$ cat config.mk
export PLATFORM = sky130hd
export DESIGN_NAME = ex_operand_stage
export DESIGN_NICKNAME = d
export VERILOG_FILES = /design/src/rtl/ex_operand_stage.sv
export SDC_FILE = /design/constraint.sdc
export NUM_CORES = 1
export LEC_CHECK = 0
export BUFFER_PORTS_ARGS = -buffer_cell sky130_fd_sc_hd__buf_2
export CAP_MARGIN = 10
export CORE_AREA = 2 2 268 270
export DETAILED_ROUTE_END_ITERATION = 10
export DIE_AREA = 0 0 270 272
export HOLD_SLACK_MARGIN = 0.02
export MAX_ROUTING_LAYER = met4
export PLACE_DENSITY = 0.47
export SYNTH_ARGS = -nofsm -noshare
export SYNTH_HDL_FRONTEND = slang
export SYNTH_SLANG_ARGS = --single-unit
$ cat constraint.sdc
create_clock -name clk -period 10 [get_ports clk]
set_input_delay 1.5 -clock clk [delete_from_list [all_inputs] [get_ports clk]]
set_output_delay 1.5 -clock clk [all_outputs]
set_load 0.02 [all_outputs]
$ cat src/rtl/ex_operand_stage.sv
// ID/EX pipeline register with MEM/WB operand forwarding and load-use bubble insertion.
// Optional perf counters (bubble_count, flush_count) are enabled by EX_OPERAND_STAGE_PERF_EN.
module ex_operand_stage #(
    parameter int XLEN     = 64,
    parameter int REG_BITS = 5
) (
    input  logic                clk,
    input  logic                rst,
    input  logic                flush,
    input  logic                in_valid,
    output logic                in_ready,
    input  logic [XLEN-1:0]     in_pc,
    input  logic [XLEN-1:0]     in_rs1_data,
    input  logic [XLEN-1:0]     in_rs2_data,
    input  logic [XLEN-1:0]     in_imm,
    input  logic [REG_BITS-1:0] in_rs1,
    input  logic [REG_BITS-1:0] in_rs2,
    input  logic [REG_BITS-1:0] in_rd,
    input  logic [3:0]          in_alu_control,
    input  logic [1:0]          in_a_src,
    input  logic                in_b_src,
    input  logic                in_reg_write,
    input  logic                in_mem_read,
    input  logic                in_mem_write,
    input  logic [REG_BITS-1:0] mem_rd,
    input  logic                mem_reg_write,
    input  logic [XLEN-1:0]     mem_result,
    input  logic [REG_BITS-1:0] wb_rd,
    input  logic                wb_reg_write,
    input  logic [XLEN-1:0]     wb_result,
    input  logic                ex_ready,
    output logic                ex_valid,
    output logic [XLEN-1:0]     alu_a,
    output logic [XLEN-1:0]     alu_b,
    output logic [3:0]          alu_control,
    output logic [XLEN-1:0]     ex_store_data,
    output logic [XLEN-1:0]     ex_pc,
    output logic [REG_BITS-1:0] ex_rd,
    output logic                ex_reg_write,
    output logic                ex_mem_read,
    output logic                ex_mem_write,
    output logic                load_use_stall
`ifdef EX_OPERAND_STAGE_PERF_EN
    ,
    output logic [31:0]         bubble_count,
    output logic [31:0]         flush_count
`endif
);

    logic                vld_p1;
    logic [XLEN-1:0]     pc_p1;
    logic [XLEN-1:0]     rs1_data_p1;
    logic [XLEN-1:0]     rs2_data_p1;
    logic [XLEN-1:0]     imm_p1;
    logic [REG_BITS-1:0] rs1_p1;
    logic [REG_BITS-1:0] rs2_p1;
    logic [REG_BITS-1:0] rd_p1;
    logic [3:0]          alu_control_p1;
    logic [1:0]          a_src_p1;
    logic                b_src_p1;
    logic                reg_write_p1;
    logic                mem_read_p1;
    logic                mem_write_p1;

    logic [XLEN-1:0]     fwd_rs1;
    logic [XLEN-1:0]     fwd_rs2;

    // MEM beats WB; x0 is hardwired so it is never a forwarding target.
    function automatic logic [XLEN-1:0] forward(
        input logic [REG_BITS-1:0] idx,
        input logic [XLEN-1:0]     held,
        input logic [REG_BITS-1:0] m_rd,
        input logic                m_we,
        input logic [XLEN-1:0]     m_val,
        input logic [REG_BITS-1:0] w_rd,
        input logic                w_we,
        input logic [XLEN-1:0]     w_val
    );
        logic [XLEN-1:0] r;
        r = held;
        if (m_we && (m_rd != '0) && (m_rd == idx))
            r = m_val;
        else if (w_we && (w_rd != '0) && (w_rd == idx))
            r = w_val;
        return r;
    endfunction

    function automatic logic [31:0] sat_inc(input logic [31:0] v);
        return (v == 32'hFFFF_FFFF) ? v : v + 32'd1;
    endfunction

    assign load_use_stall = vld_p1 && mem_read_p1 && (rd_p1 != '0) && in_valid &&
                            ((in_rs1 == rd_p1) || (in_rs2 == rd_p1));
    assign in_ready       = flush || (!load_use_stall && (!vld_p1 || ex_ready));

    // ID -> EX register boundary
    always_ff @(posedge clk or posedge rst) begin
        if (rst) begin
            vld_p1         <= 1'b0;
            pc_p1          <= '0;
            rs1_data_p1    <= '0;
            rs2_data_p1    <= '0;
            imm_p1         <= '0;
            rs1_p1         <= '0;
            rs2_p1         <= '0;
            rd_p1          <= '0;
            alu_control_p1 <= '0;
            a_src_p1       <= '0;
            b_src_p1       <= 1'b0;
            reg_write_p1   <= 1'b0;
            mem_read_p1    <= 1'b0;
            mem_write_p1   <= 1'b0;
        end else if (flush) begin
            vld_p1       <= 1'b0;
            reg_write_p1 <= 1'b0;
            mem_read_p1  <= 1'b0;
            mem_write_p1 <= 1'b0;
        end else if (in_valid && in_ready) begin
            vld_p1         <= 1'b1;
            pc_p1          <= in_pc;
            rs1_data_p1    <= in_rs1_data;
            rs2_data_p1    <= in_rs2_data;
            imm_p1         <= in_imm;
            rs1_p1         <= in_rs1;
            rs2_p1         <= in_rs2;
            rd_p1          <= in_rd;
            alu_control_p1 <= in_alu_control;
            a_src_p1       <= in_a_src;
            b_src_p1       <= in_b_src;
            reg_write_p1   <= in_reg_write;
            mem_read_p1    <= in_mem_read;
            mem_write_p1   <= in_mem_write;
        end else if (ex_ready) begin
            // Covers both the load-use bubble and a plain drain.
            vld_p1 <= 1'b0;
        end
    end

    // EX operand boundary: combinational into the ALU
    always_comb begin
        fwd_rs1 = forward(rs1_p1, rs1_data_p1, mem_rd, mem_reg_write, mem_result,
                          wb_rd, wb_reg_write, wb_result);
        fwd_rs2 = forward(rs2_p1, rs2_data_p1, mem_rd, mem_reg_write, mem_result,
                          wb_rd, wb_reg_write, wb_result);
        alu_a   = '0;
        if (a_src_p1 == 2'b00)
            alu_a = fwd_rs1;
        else if (a_src_p1 == 2'b01)
            alu_a = pc_p1;
        alu_b = b_src_p1 ? imm_p1 : fwd_rs2;
    end

    assign ex_valid      = vld_p1;
    assign alu_control   = alu_control_p1;
    assign ex_store_data = fwd_rs2;
    assign ex_pc         = pc_p1;
    assign ex_rd         = rd_p1;
    assign ex_reg_write  = vld_p1 && reg_write_p1;
    assign ex_mem_read   = vld_p1 && mem_read_p1;
    assign ex_mem_write  = vld_p1 && mem_write_p1;

`ifdef EX_OPERAND_STAGE_PERF_EN
    logic bubble_fire;
    logic flush_fire;

    // A stall with no flush forces in_ready low, so capture cannot pre-empt the bubble.
    assign bubble_fire = !flush && load_use_stall && ex_ready;
    assign flush_fire  = flush && vld_p1;

    always_ff @(posedge clk or posedge rst) begin
        if (rst) begin
            bubble_count <= '0;
            flush_count  <= '0;
        end else begin
            if (bubble_fire)
                bubble_count <= sat_inc(bubble_count);
            if (flush_fire)
                flush_count <= sat_inc(flush_count);
        end
    end
`endif

endmodule

# ---- After elaboration in Yosys (flattened, before gate mapping)
# Index checks and enable logic that the tools add are counted.
dict set report word_totals {
  word_cells 64
  in_bits 426
  out_inout_bits 271
  regBits 282
  n_memories 0
  latch_bits 0
  rom_bits 0
  ramBits 0
}
dict set report classes {
  mul 0
  n_mux 16
  shifts 0
  reduce_logical 26
  addsub 0
  order_cmp 0
  bitwise 1
  div_mod_pow 0
  n_eq_ne 7
}
# op n
set ops {}
lappend ops {{64-bit 2-to-1 mux} 7}
lappend ops {{5-bit == test} 6}
lappend ops {{5-bit nonzero test} 3}
lappend ops {{1-bit logical AND} 14}
lappend ops {{1-bit 2-to-1 mux} 9}
lappend ops {{1-bit logical OR} 3}
lappend ops {{3-bit nonzero test} 1}
lappend ops {{2-bit by 1-bit == test with 1-bit output, second input constant} 1}
lappend ops {{1-bit logical NOT} 2}
lappend ops {{2-bit logical NOT} 1}
lappend ops {{2-bit AND reduction} 1}
lappend ops {{2-bit nonzero test} 1}
lappend ops {{1-bit inverter} 1}

# ---- Longest topological paths before layout
dict set report logic_depth {
  ltp_word 10
  depth_mapped 7
  ltp_nobuf 5
}

# ---- Worst setup path after synthesis
# Ideal clock, no wire load.
dict set report synth_path {
  kind {input to output}
  startpoint {input mem_rd[1]}
  endpoint {output alu_b[23]}
  required_ns 8.500
  t_arrival_ns 3.512
  slack_ns 4.988
  n_path_buf 2
  cell_stages 7
  cell_sequence {or4_1 o21ai_0 buf_2 clkbuf_1 nor4_1 a31oi_1 mux2_2}
}
dict set report synth_via {
  elab_chain_cells 5
  word_cells_on_any_way 6
  classes_between {1 x eq/ne; 2 x mux; 3 x reduce/logical}
}
# item line_no
set synth_lines {}
lappend synth_lines {{start, declared} 25} ;# input logic [REG_BITS-1:0] mem_rd,
lappend synth_lines {{5-bit nonzero test} 81} ;# if (m_we && (m_rd != '0) && (m_rd == idx))
lappend synth_lines {{1-bit logical AND} 81}
lappend synth_lines {{1-bit logical AND (*)} 81}
lappend synth_lines {{64-bit 2-to-1 mux (*)} 81}
lappend synth_lines {{via ex_store_data[23]} 36} ;# output logic [XLEN-1:0] ex_store_data,
lappend synth_lines {{64-bit 2-to-1 mux (*)} 150} ;# alu_b = b_src_p1 ? imm_p1 : fwd_rs2;
lappend synth_lines {{end, declared} 34} ;# output logic [XLEN-1:0] alu_b,
# Mark *: on every way through the listed nets, which the timed path passes. The rest lies on a longest branch.

# ---- Final worst setup path
dict set report layout_path {
  startpoint {input wb_rd[3]}
  endpoint {output alu_b[38]}
}
dict set report layout_via {
  elab_chain_cells 6
  word_cells_on_any_way 7
  classes_between {1 x eq/ne; 3 x mux; 3 x reduce/logical}
}
# item line_no
set layout_lines {}
lappend layout_lines {{start, declared} 28} ;# input logic [REG_BITS-1:0] wb_rd,
lappend layout_lines {{5-bit nonzero test} 83} ;# else if (w_we && (w_rd != '0) && (w_rd == idx))
lappend layout_lines {{1-bit logical AND} 83}
lappend layout_lines {{1-bit logical AND (*)} 83}
lappend layout_lines {{64-bit 2-to-1 mux (*)} 83}
lappend layout_lines {{64-bit 2-to-1 mux (*)} 81}
lappend layout_lines {{64-bit 2-to-1 mux (*)} 150}
# Every way passes the cells marked *; elsewhere a longest branch is shown, timed or not.

==> impl_metrics.toml <==
[finish]
final_area_um2 = 21100
final-instance-count-excl-fill = 3090
area_growth_pct = 36.1
drive_gt1_share_pct = 53.1
finalNetCount = 2519

[route]
dr.pass1.iters = 5
drcViolationCount = 0
avgViaCountPerCell = 4.96
wl_per_cell_um = 24.3
wl_um = 75100
antenna_left = 0
drt_iter0_drc = 1049
num_vias = 15300

[floorplan]
io_pins = 697
die_x_um = 270
die_h_um = 272
start_util_pct = 21.9
core_um2 = 70800
dieArea_um2 = 73400
rows = 98

[timing]
hold_viol_final = 0
rsz0062_at_grt = "false"
skew_ns = 0.0123
fmax_mhz = 160
max-slew-margin-rel_pct = 24.3
setup_tns_ns = 0
setup_viol = 0
maxSlewViolCount = 0
fin_crit_ns = 6.24
min_period_over_period_pct = 62.4
tightest_slew_ns = 1.14

[logic_synthesis]
synth_cells = 1480
ys_seq_area_share_pct = 45.6
avgSynthCellArea_um2 = 10.5
synth_nets = 1906
synth_area_um2 = 15500
yosysWarnings = 0
ys_seq_elements = 282
ys_types = 37

[clock_network]
ctsResizeCount = 0
cts_sinks = 282
postCtsHoldBufs = 0
post_cts_buffers = 0
cts-buffers-inserted = 37
path_clk_slew_ns = 0.05
clock-root-buffer = "clkbuf_16"
clk_path_buf_depth = 3
cts_tree = "built"
clock_latency_ns = 0.54
htreeDepth = 2

[setup_path]
reg2reg_depth = 6
r2r_setup_slack_ns = 6.02
worstSetupStartpointType = "primary input"
critPathMaxFanout = 34
crit_arrival_ns = 4.74
cp-end-kind = "primary output"
cp_data_required_time_ns = 8.50
path_class = "in -> out"

[outcome]
outcome = "finished clean"

[global_routing]
antenna_found_initial = 23
gr-total-overflow = 0
grt_max_degree = 149
grtUsageTotal_pct = 20.2
grt_pass1_wl_um = 109000
grt_pass1_vias = 16600

[worst_hold_path]
hold_path.class = "reg -> reg"
whs_path_depth = 1

[place]
placement.cell_area_um2 = 19800
globalplace.congestion = 0.925
hpwl_um = 51700
dp.cells = 3004
port-buffer-count = 696

[power]
ir_worst_vdd_v = 0.000120
fin_total_pwr_mw = 4.39
power_leakage_nw = 9.23
pwr_density_cell_nw_per_um2 = 209

[flow_run]
max-cap-violations = 0
-- state kept, by name, summed over array words and instances, names as in the netlist --
name / count
ex_pc: 64
imm_p1: 64
rs1_data_p1: 64
rs2_data_p1: 64
ex_rd: 5
rs1_p1: 5
rs2_p1: 5
alu_control: 4
a_src_p1: 2
b_src_p1: 1
ex_valid: 1
mem_read_p1: 1
mem_write_p1: 1
reg_write_p1: 1
-- routing by layer --
metal	up-vias	GRT usage, %	part of all wire (%)
li1	6681	-	-
met1	7675	23.8	40
met2	806	33.3	49
met3	163	4.71	7.5
met4	0	8.00	3.4
met5	-	-	0
-- area by class of cell --
cell class | instances | area [um^2]
Antenna cell | 19 | 47.5
Tap cell | 950 | 1190
Fill cell | 7612 | 49700
Clock buffer | 58 | 1120
Sequential cell | 282 | 7060
Inverter | 65 | 251
Timing Repair Buffer | 713 | 3640
Multi-Input combinational cell | 994 | 7660
Clock inverter | 9 | 101
-- cell families after synthesis --
family,after synthesis,synth area share (%)
compound gates,332,12.6
mux,345,25.1
buf+inv,204,5.62
simple gates,287,9.43
xor+xnor,30,1.70
flops,282,45.6
-- worst max-delay path: stages --
cell and delay (ns):
buf_2 0.12, or4_1 0.62, o2111ai_4 0.85, buf_4 0.57, o21ai_0 0.15, a31oi_1 0.47
mux2_2 0.25, buf_2 0.17
-- path summary, 6_finish.rpt --
check	to	startpoint
max in group asynchronous	b_src_p1	rst
setup / recovery	alu_b[38]	wb_rd[3]
min in group asynchronous	imm_p1[24]	rst
hold reg to reg	rs2_data_p1[19]	rs2_data_p1[19]
setup reg to reg	ex_pc[58]	ex_rd[2]
hold / removal	rs2_data_p1[19]	rs2_data_p1[19]
-- report_power, final --
group / total (mW) / internal [mW] / switching, mW
clock: 1.36 / 0.819 / 0.544
combinational: 1.53 / 0.574 / 0.954
sequential: 1.50 / 1.34 / 0.166
total: 4.39 / 2.73 / 1.66
-- placed cells by master (no fill, tap or decap), types with 2 or more instances in the layout --
cell,instances
buf_2,696
mux2_2,341
dfrtp_1,281
o21ai_0,192
nand3_1,67
nand2_1,66
nor4_1,64
a31oi_1,64
inv_1,64
nor3_1,64
a211oi_1,64
clkbuf_16,39
xnor2_1,30
diode_2,19
buf_4,15
clkbuf_1,12
nand2b_1,7
clkbuf_8,7
clkinv_2,5
and2_1,4
or4_1,3
mux2i_1,3
nand3_4,2
nor2_4,2
bufinv_16,2
buf_12,2
-- Yosys cell counts --
cell type	instances	area [um^2]
o211a_1	1	10.0
mux2i_1	3	30.0
o2111ai_2	1	15.0
or4_1	3	22.5
dfrtp_1	282	7060
o2111ai_1	1	8.76
inv_1	65	244
a21oi_1	1	5.00
nor4_1	64	400
or3_1	1	6.26
nor2b_1	2	12.5
clkbuf_1	86	323
and3_1	1	6.26
o211ai_1	1	7.51
nand2_1	67	251
nor2_1	2	7.51
o21ba_2	1	10.0
mux2_1	1	11.3
o2111a_1	1	11.3
buf_2	14	70.1
buf_1	16	60.1
buf_4	23	173
nand2b_1	7	43.8
or2_2	2	12.5
o21ai_0	193	966
a21boi_0	1	7.51
o21bai_1	1	7.51
a31oi_1	64	400
nand4_1	1	6.26
nor3_1	64	320
a211oi_1	64	480
and2_1	4	25.0
a211oi_2	1	12.5
nand3_1	69	345
o22ai_1	1	6.26
xnor2_1	30	263
mux2_2	341	3840
-- per-stage QoR --
stage               util [%]  hold slack [ns]  setup WS [ns]
floorplan                  -            0.451          0.721
global placement        28.0            0.469           3.79
detailed placement      28.0            0.487           3.74
CTS                     29.7            0.500           3.73
global route            29.8            0.513           3.66
finish                  29.8            0.496           3.76
Note: power is estimated with default switching activity, not from simulation.
